File: src/rtl/seq_detect_prog.sv
// seq_detect_prog: runtime-programmable serial pattern detector with a saturating match counter.
// Optional macro SEQ_DETECT_MASK_EN adds a per-bit compare mask (cfg_mask) loaded with the pattern.
module seq_detect_prog #(
   parameter int                 SEQ_LEN         = 4,
   parameter logic [SEQ_LEN-1:0] DEFAULT_SEQ     = 4'b1101,
   parameter bit                 DEFAULT_OVERLAP = 1'b1,
   parameter int                 CNT_W           = 8
) (
   input  logic               clk,
   input  logic               reset,
   input  logic               in,
   input  logic               in_valid,
   input  logic               cfg_load,
   input  logic [SEQ_LEN-1:0] cfg_seq,
   input  logic               cfg_overlap,
`ifdef SEQ_DETECT_MASK_EN
   input  logic [SEQ_LEN-1:0] cfg_mask,
`endif
   input  logic               cnt_clr,
   output logic               detected,
   output logic [CNT_W-1:0]   match_count,
   output logic               cnt_ovf
);

   localparam int                FILL_W = $clog2(SEQ_LEN + 1);
   localparam logic [FILL_W-1:0] FULL   = FILL_W'(SEQ_LEN);

   typedef enum logic {S_FILL, S_ARMED} state_t;

   state_t             state;
   logic [SEQ_LEN-1:0] pattern;
   logic [SEQ_LEN-1:0] mask;
   logic [SEQ_LEN-1:0] window;
   logic [SEQ_LEN-1:0] nwin;
   logic               overlap;
   logic [FILL_W-1:0]  fill;
   logic [FILL_W-1:0]  nfill;
   logic               hit;

   assign nwin  = {window[SEQ_LEN-2:0], in};
   assign nfill = (state == S_ARMED) ? FULL : fill + 1'b1;
   // Full window is compared every sample, so overlapping matches need no fallback table.
   assign hit   = in_valid && !cfg_load && (nfill == FULL) && (((nwin ^ pattern) & mask) == '0);

`ifdef SEQ_DETECT_MASK_EN
   always_ff @(posedge clk) begin
      if (reset)
         mask <= '1;
      else if (cfg_load)
         mask <= cfg_mask;
   end
`else
   assign mask = '1;
`endif

   always_ff @(posedge clk) begin
      if (reset) begin
         pattern  <= DEFAULT_SEQ;
         overlap  <= DEFAULT_OVERLAP;
         window   <= '0;
         fill     <= '0;
         state    <= S_FILL;
         detected <= 1'b0;
      end else if (cfg_load) begin
         pattern  <= cfg_seq;
         overlap  <= cfg_overlap;
         fill     <= '0;
         state    <= S_FILL;
         detected <= 1'b0;
      end else if (in_valid) begin
         window   <= nwin;
         detected <= hit;
         // Non-overlap mode demands SEQ_LEN fresh bits after every match.
         if (hit && !overlap) begin
            fill  <= '0;
            state <= S_FILL;
         end else begin
            fill  <= nfill;
            state <= (nfill == FULL) ? S_ARMED : S_FILL;
         end
      end else begin
         detected <= 1'b0;
      end
   end

   always_ff @(posedge clk) begin
      if (reset || cnt_clr) begin
         match_count <= '0;
         cnt_ovf     <= 1'b0;
      end else if (hit) begin
         if (&match_count)
            cnt_ovf <= 1'b1;
         else
            match_count <= match_count + 1'b1;
      end
   end

endmodule

File: config.mk
export PLATFORM = sky130hd
export DESIGN_NAME = seq_detect_prog
export DESIGN_NICKNAME = d
export VERILOG_FILES = /design/src/rtl/seq_detect_prog.sv
export SDC_FILE = /design/constraint.sdc
export NUM_CORES = 1
export LEC_CHECK = 0
export CORE_MARGIN = 3
export CORE_UTILIZATION = 40
export CTS_CLUSTER_DIAMETER = 200
export DETAILED_ROUTE_END_ITERATION = 12
export HOLD_SLACK_MARGIN = 0.15
export MAX_ROUTING_LAYER = met4
export PLACE_DENSITY = 0.68
export SLEW_MARGIN = 30
export SYNTH_ARGS = -nofsm -noshare
export SYNTH_HDL_FRONTEND = slang
export SYNTH_SLANG_ARGS = --single-unit
File: constraint.sdc
create_clock -name clk -period 4.3 [get_ports clk]
set_input_delay 0.43 -clock clk [delete_from_list [all_inputs] [get_ports clk]]
set_output_delay 0.43 -clock clk [all_outputs]
set_load 0.02 [all_outputs]
==> results of run 1 <==
==> routing by layer <==
| metal | GRT usage (%) | up-vias | share of wire [%] |
|---|---|---|---|
| met5 | - | - | 0 |
| met4 | 5.085 | 0 | 0.92 |
| met3 | 2.320 | 2 | 4.9 |
| met2 | 19.53 | 16 | 45 |
| met1 | 15.99 | 373 | 49 |
| li1 | - | 444 | - |
==> cell usage in the layout, fill, tap and decap left out, types with 2 or more instances in the layout <==
| cell | count |
|---|---|
| sky130_fd_sc_hd__dfxtp_1 | 22 |
| sky130_fd_sc_hd__clkdlybuf4s50_1 | 20 |
| sky130_fd_sc_hd__nor2_1 | 12 |
| sky130_fd_sc_hd__nand2_1 | 8 |
| sky130_fd_sc_hd__a21oi_1 | 8 |
| sky130_fd_sc_hd__nor2b_1 | 5 |
| sky130_fd_sc_hd__xnor2_1 | 5 |
| sky130_fd_sc_hd__mux2i_1 | 4 |
| sky130_fd_sc_hd__a211o_1 | 4 |
| sky130_fd_sc_hd__nand3_1 | 4 |
| sky130_fd_sc_hd__or2_2 | 4 |
| sky130_fd_sc_hd__or3_1 | 4 |
| sky130_fd_sc_hd__inv_1 | 3 |
| sky130_fd_sc_hd__nand4_1 | 3 |
| sky130_fd_sc_hd__o21ai_0 | 3 |
| sky130_fd_sc_hd__clkbuf_4 | 3 |
| sky130_fd_sc_hd__o32ai_1 | 2 |
| sky130_fd_sc_hd__o31ai_1 | 2 |
| sky130_fd_sc_hd__or4_1 | 2 |
| sky130_fd_sc_hd__nor3_1 | 2 |
| sky130_fd_sc_hd__ha_1 | 2 |
==> state kept, by name, summed over array words and instances, names as in the netlist <==
| signal | flops |
|---|---|
| cnt_ovf | 1 |
| detected | 1 |
| fill | 3 |
| match_count | 8 |
| overlap | 1 |
| pattern | 4 |
| state | 1 |
| window | 3 |
==> cell families (layout without fill, tap and decap cells) <==
group | Yosys count | count (layout) | share of synthesized area [%]
buffers and inverters | 8 | 26 | 3.250
and+or+nand+nor | 49 | 49 | 25.75
xor gates and xnor gates | 6 | 6 | 5.250
DFF | 22 | 22 | 44.00
muxes | 4 | 4 | 4.000
AOI/OAI and AO/OA | 23 | 23 | 15.25
adders and majority gates | 2 | 2 | 2.500
==> critical path: stages <==
cell                              delay [ns]
sky130_fd_sc_hd__clkdlybuf4s50_1        0.60
sky130_fd_sc_hd__nor2b_1                0.43
sky130_fd_sc_hd__and2_2                 0.24
sky130_fd_sc_hd__nand4_1                0.30
sky130_fd_sc_hd__or4_1                  0.50
sky130_fd_sc_hd__a21oi_1                0.14
==> cell type report <==
type | instances | share of cell area, %
multi-input combinational | 84 | 42.67
inverter | 3 | 0.9100
sequential | 22 | 35.59
clock buffer | 3 | 1.820
tap | 28 | 2.831
timing repair buffer | 20 | 16.18
==> metrics by stage <==
stage	area (um^2)	hold WS, ns
floorplan	1001	0.4422
global placement	1215	0.4511
detailed placement	1215	0.4678
CTS	1237	0.4875
global route	1237	0.5091
finish	1237	0.4805
==> final timing paths <==
path                 start        endpoint  slack (ns)
setup reg to reg   fill[0]  match_count[7]        2.21
setup / recovery  cfg_load  match_count[7]        1.89
hold / removal     fill[1]         fill[1]        0.48
hold reg to reg    fill[1]         fill[1]        0.48
==> power by group through the flow <==
stage | Combinational, mW | Clock, mW | Sequential (mW)
after floorplan | 0.0196 | 0 | 0.215
after global placement | 0.0308 | 0 | 0.216
after detailed placement | 0.0311 | 0 | 0.216
after CTS | 0.0313 | 0.0945 | 0.211
after global routing | 0.0349 | 0.100 | 0.212
final | 0.0312 | 0.0906 | 0.211
==> impl_metrics.sql, run 1 <==
INSERT INTO impl_metrics (metric_group, metric, value, unit) VALUES
('sta', 'upper_clock_frequency_limit', '0.4151', 'GHz'),
('placement', 'buffer_ports.inserted', '20', ''),
('detailed_routing', 'detailedRoute.firstIterationViolations', '9', ''),
('placement', 'dp_hpwl', '1.441', 'mm'),
('global_routing', 'grt_antenna_before_repair', '0', ''),
('cts', 'clk_root_buffer_cell', 'sky130_fd_sc_hd__clkbuf_4', ''),
('synth', 'synth-async-reset-ratio', '0', '%'),
('power', 'comb_power_share', '9.4', '%'),
('synth', 'sequential_share_of_the_synthesized_area', '44.00', '%'),
('floorplanning', 'initial_core_util', '43.57', '%'),
('synth', 'synthesis.area', '1001', 'um^2'),
('setup_path', 'critical_path_arrival', '2.64', 'ns'),
('cts', 'clockBufferDepth', '2', ''),
('synth', 'top_cell_type_s_share_of_synthesized_area', '44.00', '%'),
('power', 'ir_worst_vdd', '0.0001638', 'V'),
('synth', 'postSynthCellCount', '114', ''),
('synth', 'yosysTopAreaCell', 'sky130_fd_sc_hd__dfxtp_1', ''),
('setup_path', 'endpoint_kind', 'flop', ''),
('cells_and_area', 'seqCellArea', '440.4', 'um^2'),
('setup_path', 'worstSetupStartpointType', 'primary input', ''),
('floorplanning', 'placeable_area', '2297', 'um^2'),
('cells_and_area', 'multi_input_area', '528.0', 'um^2'),
('cts', 'post_cts_buffers', '0', ''),
('outcome', 'run_status', 'complete, no violations', ''),
('floorplanning', 'die_w', '56.03', 'um'),
('hold_path', 'min_path_type', 'reg2reg', ''),
('power', 'power_density', '269.2', 'nW/um^2'),
('sta', 'clock_tree_skew_after_final_layout', '0.01003', 'ns'),
('sta', 'maxSlewViolCount', '0', ''),
('global_routing', 'grt_pass1_wl', '3.174', 'mm'),
('cells_and_area', 'drive_above_1_share', '8.333', '%'),
('sta', 'timing.final.setup_violations', '0', ''),
('sta', 'setup_slack', '1.891', 'ns'),
('cells_and_area', 'layout_overhead_on_the_synthesized_area', '23.63', '%'),
('global_routing', 'grt_pass1_vias', '750', ''),
('flow_run', 'timing.max_cap.violations', '0', ''),
('cts', 'cts-htree-levels', '1', ''),
('sta', 'aggregate_negative_setup_slack', '0', 'ns'),
('placement', 'dp_slack', '1.585', 'ns'),
('sta', 'finalWorstPathRequiredPeriod', '2.409', 'ns'),
('setup_path', 'timing.critical_path.required', '4.53', 'ns'),
('power', 'reg_power_share', '63.4', '%'),
('synth', 'yosys_warnings', '0', ''),
('cts', 'clkLatencyLatePin', '0.30', 'ns'),
('synth', 'synth_ff_type', 'sky130_fd_sc_hd__dfxtp_1', ''),
('cells_and_area', 'post-route-util', '53.87', '%'),
('setup_path', 'worst-path-max-fanout', '11', ''),
('sta', 'grt_setup_unrepaired', 'false', ''),
('cells_and_area', 'layout.cells.non_filler', '160', ''),
('sta', 'worst-slew-pin-transition', '0.4081', 'ns'),
('placement', 'place_inst', '157', ''),
('cts', 'cts_tree', 'done', ''),
('detailed_routing', 'number_of_design_rule_violations_left_after_detail_routing', '0', ''),
('cts', 'cts.clk_slew.worst_paths', '0.12', 'ns'),
('sta', 'timing.max_slew.rel_slack', '72.74', '%'),
('synth', 'synthDistinctLibCells', '32', ''),
('placement', 'place.gp.congestion', '0.7679', ''),
('hold_path', 'whs_path_depth', '2', ''),
('detailed_routing', 'postRouteWirelength', '1.848', 'mm'),
('cts', 'cts_hold_repair.buffers', '0', ''),
('floorplanning', 'fp.dieH', '56.03', 'um'),
('setup_path', 'worstSetupPathType', 'in2reg', ''),
('sta', 'final_hold_fails', '0', ''),
('synth', 'synthesis.area_per_instance', '8.780', 'um^2'),
('synth', 'synth_edf_count', '0', ''),
('power', 'net-switching-power', '0.07432', 'mW'),
('detailed_routing', 'firstDrtPassIters', '4', ''),
('floorplanning', 'design.die.area', '3139', 'um^2'),
('cts', 'cts_resized', '0', ''),
('power', 'internal-power', '0.2588', 'mW'),
('global_routing', 'grt_start_max_net_pins', '13', '');
Power figures use the tool's default switching activity.
==> run 2, diff against run 1 <==
--- a/config.mk
+++ b/config.mk
@@ -11,7 +11,7 @@
 export DETAILED_ROUTE_END_ITERATION = 12
 export HOLD_SLACK_MARGIN = 0.15
 export MAX_ROUTING_LAYER = met4
-export PLACE_DENSITY = 0.68
+export PLACE_DENSITY = 0.71
 export SLEW_MARGIN = 30
 export SYNTH_ARGS = -nofsm -noshare
 export SYNTH_HDL_FRONTEND = slang
==> constraint.sdc (replaced) <==
create_clock -name clk -period 2 [get_ports clk]
set_input_delay 0.2 -clock clk [delete_from_list [all_inputs] [get_ports clk]]
set_output_delay 0.2 -clock clk [all_outputs]
set_load 0.02 [all_outputs]
==> run 2 against run 1 <==
Net effect:
- sequential share of layout area decreased by 0.98 points
- global-route usage rose by 0.53 points
- combinational power increased by 130%
- hold slack got worse by 0.0082 ns
- cell count grew 3.1%
- first-iteration DRC count up 22%
- clock power up 110%
- die area stayed put
==> impl_metrics.sql, run 2 (synthesis gave the netlist of run 1 again) <==
INSERT INTO impl_metrics (metric_group, metric, value, unit) VALUES
('outcome', 'run_status', 'complete, no violations', ''),
('sta', 'aggregate_negative_setup_slack', '0', 'ns'),
('setup_path', 'timing.critical_path.required', '2.25', 'ns'),
('setup_path', 'worst-path-max-fanout', '11', ''),
('cells_and_area', 'final_net_count', '152', ''),
('cells_and_area', 'drive_above_1_share', '12.41', '%'),
('sta', 'final_hold_fails', '0', ''),
('cells_and_area', 'design_area', '1276', 'um^2'),
('cts', 'clkLatencyLatePin', '0.30', 'ns'),
('power', 'ir_worst_vdd', '0.0004332', 'V'),
('setup_path', 'worstSetupStartpointType', 'flop', ''),
('power', 'power_density', '563.7', 'nW/um^2'),
('placement', 'dp_hpwl', '1.483', 'mm'),
('cells_and_area', 'layout_common_cells', '21 x sky130_fd_sc_hd__dfxtp_1, 20 x sky130_fd_sc_hd__clkdlybuf4s50_1, 12 x sky130_fd_sc_hd__nor2_1', ''),
('sta', 'finalWorstPathRequiredPeriod', '1.824', 'ns'),
('cells_and_area', 'post-route-util', '55.56', '%'),
('sta', 'grt_setup_unrepaired', 'false', ''),
('detailed_routing', 'vias_post_dr', '864', ''),
('cts', 'clockBufferDepth', '2', ''),
('cells_and_area', 'fillerInstances', '214', ''),
('cells_and_area', 'regMostFlops', 'match_count', ''),
('detailed_routing', 'detailedRoute.firstIterationViolations', '11', ''),
('global_routing', 'global_route.usage.total', '13.09', '%'),
('cells_and_area', 'layout_overhead_on_the_synthesized_area', '27.50', '%'),
('setup_path', 'critical_path_arrival', '2.07', 'ns'),
('global_routing', 'globalRouteOverflowTotal', '0', ''),
('floorplanning', 'design.die.area', '3139', 'um^2'),
('detailed_routing', 'antenna_left', '0', ''),
('hold_path', 'min_path_type', 'in2reg', ''),
('sta', 'timing.final.setup_violations', '0', ''),
('sta', 'maxSlewViolCount', '0', ''),
('floorplanning', 'fp.dieH', '56.03', 'um'),
('floorplanning', 'standard_cell_row_count', '17', ''),
('hold_path', 'hold_path_startpoint', 'cfg_seq[2]', ''),
('global_routing', 'grt_antenna_before_repair', '0', ''),
('setup_path', 'origin_of_the_critical_flop_to_flop_path', 'fill[0]', ''),
('detailed_routing', 'number_of_design_rule_violations_left_after_detail_routing', '0', ''),
('detailed_routing', 'postRouteWirelength', '1.883', 'mm'),
('setup_path', 'worstSetupPathType', 'reg2reg', ''),
('cts', 'post_cts_buffers', '0', ''),
('sta', 'upper_clock_frequency_limit', '0.5482', 'GHz'),
('cells_and_area', 'largest_registers', 'match_count (8), pattern (4)', ''),
('setup_path', 'r2r_cells', '7', ''),
('cts', 'clk_root_buffer_cell', 'sky130_fd_sc_hd__clkbuf_4', ''),
('cts', 'cts_tree', 'done', ''),
('sta', 'period_share', '91.21', '%'),
('sta', 'worst-slew-pin-transition', '0.2264', 'ns'),
('cts', 'cts.clk_slew.worst_paths', '0.11', 'ns'),
('cells_and_area', 'layout.cells.most_common', 'sky130_fd_sc_hd__dfxtp_1', ''),
('cells_and_area', 'largest_reg_flops', '8', ''),
('sta', 'timing.max_slew.rel_slack', '84.77', '%'),
('cts', 'numClockSinks', '22', ''),
('detailed_routing', 'routed_via_density', '5.236', ''),
('floorplanning', 'initial_core_util', '43.57', '%'),
('hold_path', 'whs_path_depth', '2', ''),
('cts', 'cts_inserted_buffers', '3', ''),
('hold_path', 'holdPathEnd', 'pattern[2]', ''),
('setup_path', 'worstReg2RegEnd', 'match_count[5]', ''),
('placement', 'place.gp.congestion', '0.7618', ''),
('placement', 'buffer_ports.inserted', '20', ''),
('setup_path', 'reg2reg_slack', '0.18', 'ns'),
('power', 'power.static_leakage', '0.4418', 'nW'),
('setup_path', 'endpoint_kind', 'flop', ''),
('global_routing', 'grt_pass1_wl', '3.180', 'mm'),
('floorplanning', 'die_w', '56.03', 'um'),
('sta', 'smallest_hold_slack', '0.4723', 'ns'),
('sta', 'clock_tree_skew_after_final_layout', '0.003053', 'ns'),
('flow_run', 'timing.max_cap.violations', '0', ''),
('detailed_routing', 'routed_wire_length_per_instance', '11.41', 'um'),
('placement', 'post_dp_cell_area', '1252', 'um^2'),
('global_routing', 'grt_pass1_vias', '779', ''),
('detailed_routing', 'firstDrtPassIters', '4', ''),
('global_routing', 'grt_start_max_net_pins', '12', ''),
('cells_and_area', 'num_antenna_cells', '0', ''),
('cts', 'cts-htree-levels', '1', ''),
('floorplanning', 'io_pins', '21', ''),
('floorplanning', 'placeable_area', '2297', 'um^2');
run 2: cell count changes in the layout (fill, tap and decap cells not counted):
cell,change
sky130_fd_sc_hd__dfxtp_2,+1
sky130_fd_sc_hd__buf_4,+5
sky130_fd_sc_hd__dfxtp_1,-1
run 2: worst max path at each step:
stage	start	endpoint	slack (ns)	depth (start not counted)
floorplan	fill[0]	match_count[7]	0.25	7
global placement	in_valid	match_count[7]	0.14	7
detailed placement	in_valid	match_count[5]	0.1	7
CTS	fill[0]	match_count[5]	0.11	7
global route	fill[0]	match_count[7]	0.04	7
finish	fill[0]	match_count[5]	0.18	7
run 2: critical path, cell delays in order (launching register included):
cell	delay, ns
sky130_fd_sc_hd__dfxtp_2	0.38
sky130_fd_sc_hd__ha_1	0.17
sky130_fd_sc_hd__xor2_1	0.19
sky130_fd_sc_hd__a31o_2	0.21
sky130_fd_sc_hd__nand4_1	0.09
sky130_fd_sc_hd__buf_4	0.17
sky130_fd_sc_hd__or4_1	0.41
sky130_fd_sc_hd__a21oi_1	0.15
run 2: report_power, final:
part / total, mW / internal (mW) / leakage, nW / switching, mW
Clock: 0.193 / 0.0704 / 0.0138 / 0.123
Sequential: 0.454 / 0.448 / 0.179 / 0.00669
Combinational: 0.0717 / 0.0425 / 0.249 / 0.0292
run 2: per-stage QoR:
stage | instances | setup slack, ns | total power [mW]
after detailed placement | 162 | 0.09975 | 0.5366
after floorplan | 114 | 0.2498 | 0.5048
after global placement | 162 | 0.1364 | 0.5353
after CTS | 165 | 0.1116 | 0.7309
after global routing | 165 | 0.03942 | 0.7581
final | 165 | 0.1758 | 0.7194
run 2: cell type report:
| type | instances | area, um^2 | share of cell area, % |
|---|---|---|---|
| Multi-Input combinational cell | 84 | 528.0 | 41.37 |
| Sequential cell | 22 | 441.7 | 34.61 |
| Timing Repair Buffer | 25 | 237.7 | 18.63 |
| Tap cell | 28 | 35.03 | 2.745 |
| Clock buffer | 3 | 22.52 | 1.765 |
| Inverter | 3 | 11.26 | 0.8824 |
run 2: timing repair:
| item | CTS | global route |
|---|---|---|
| hold buffers | 0 | 0 |
| setup endpoints to repair | 0 | 2 |
| resized for setup | 0 | 1 |
run 2: layer usage:
layer / GRT usage, % / routed length (um)
met1: 15.13 / 834
met2: 21.37 / 904
met3: 4.408 / 113
met4: 4.068 / 30
met5: - / 0
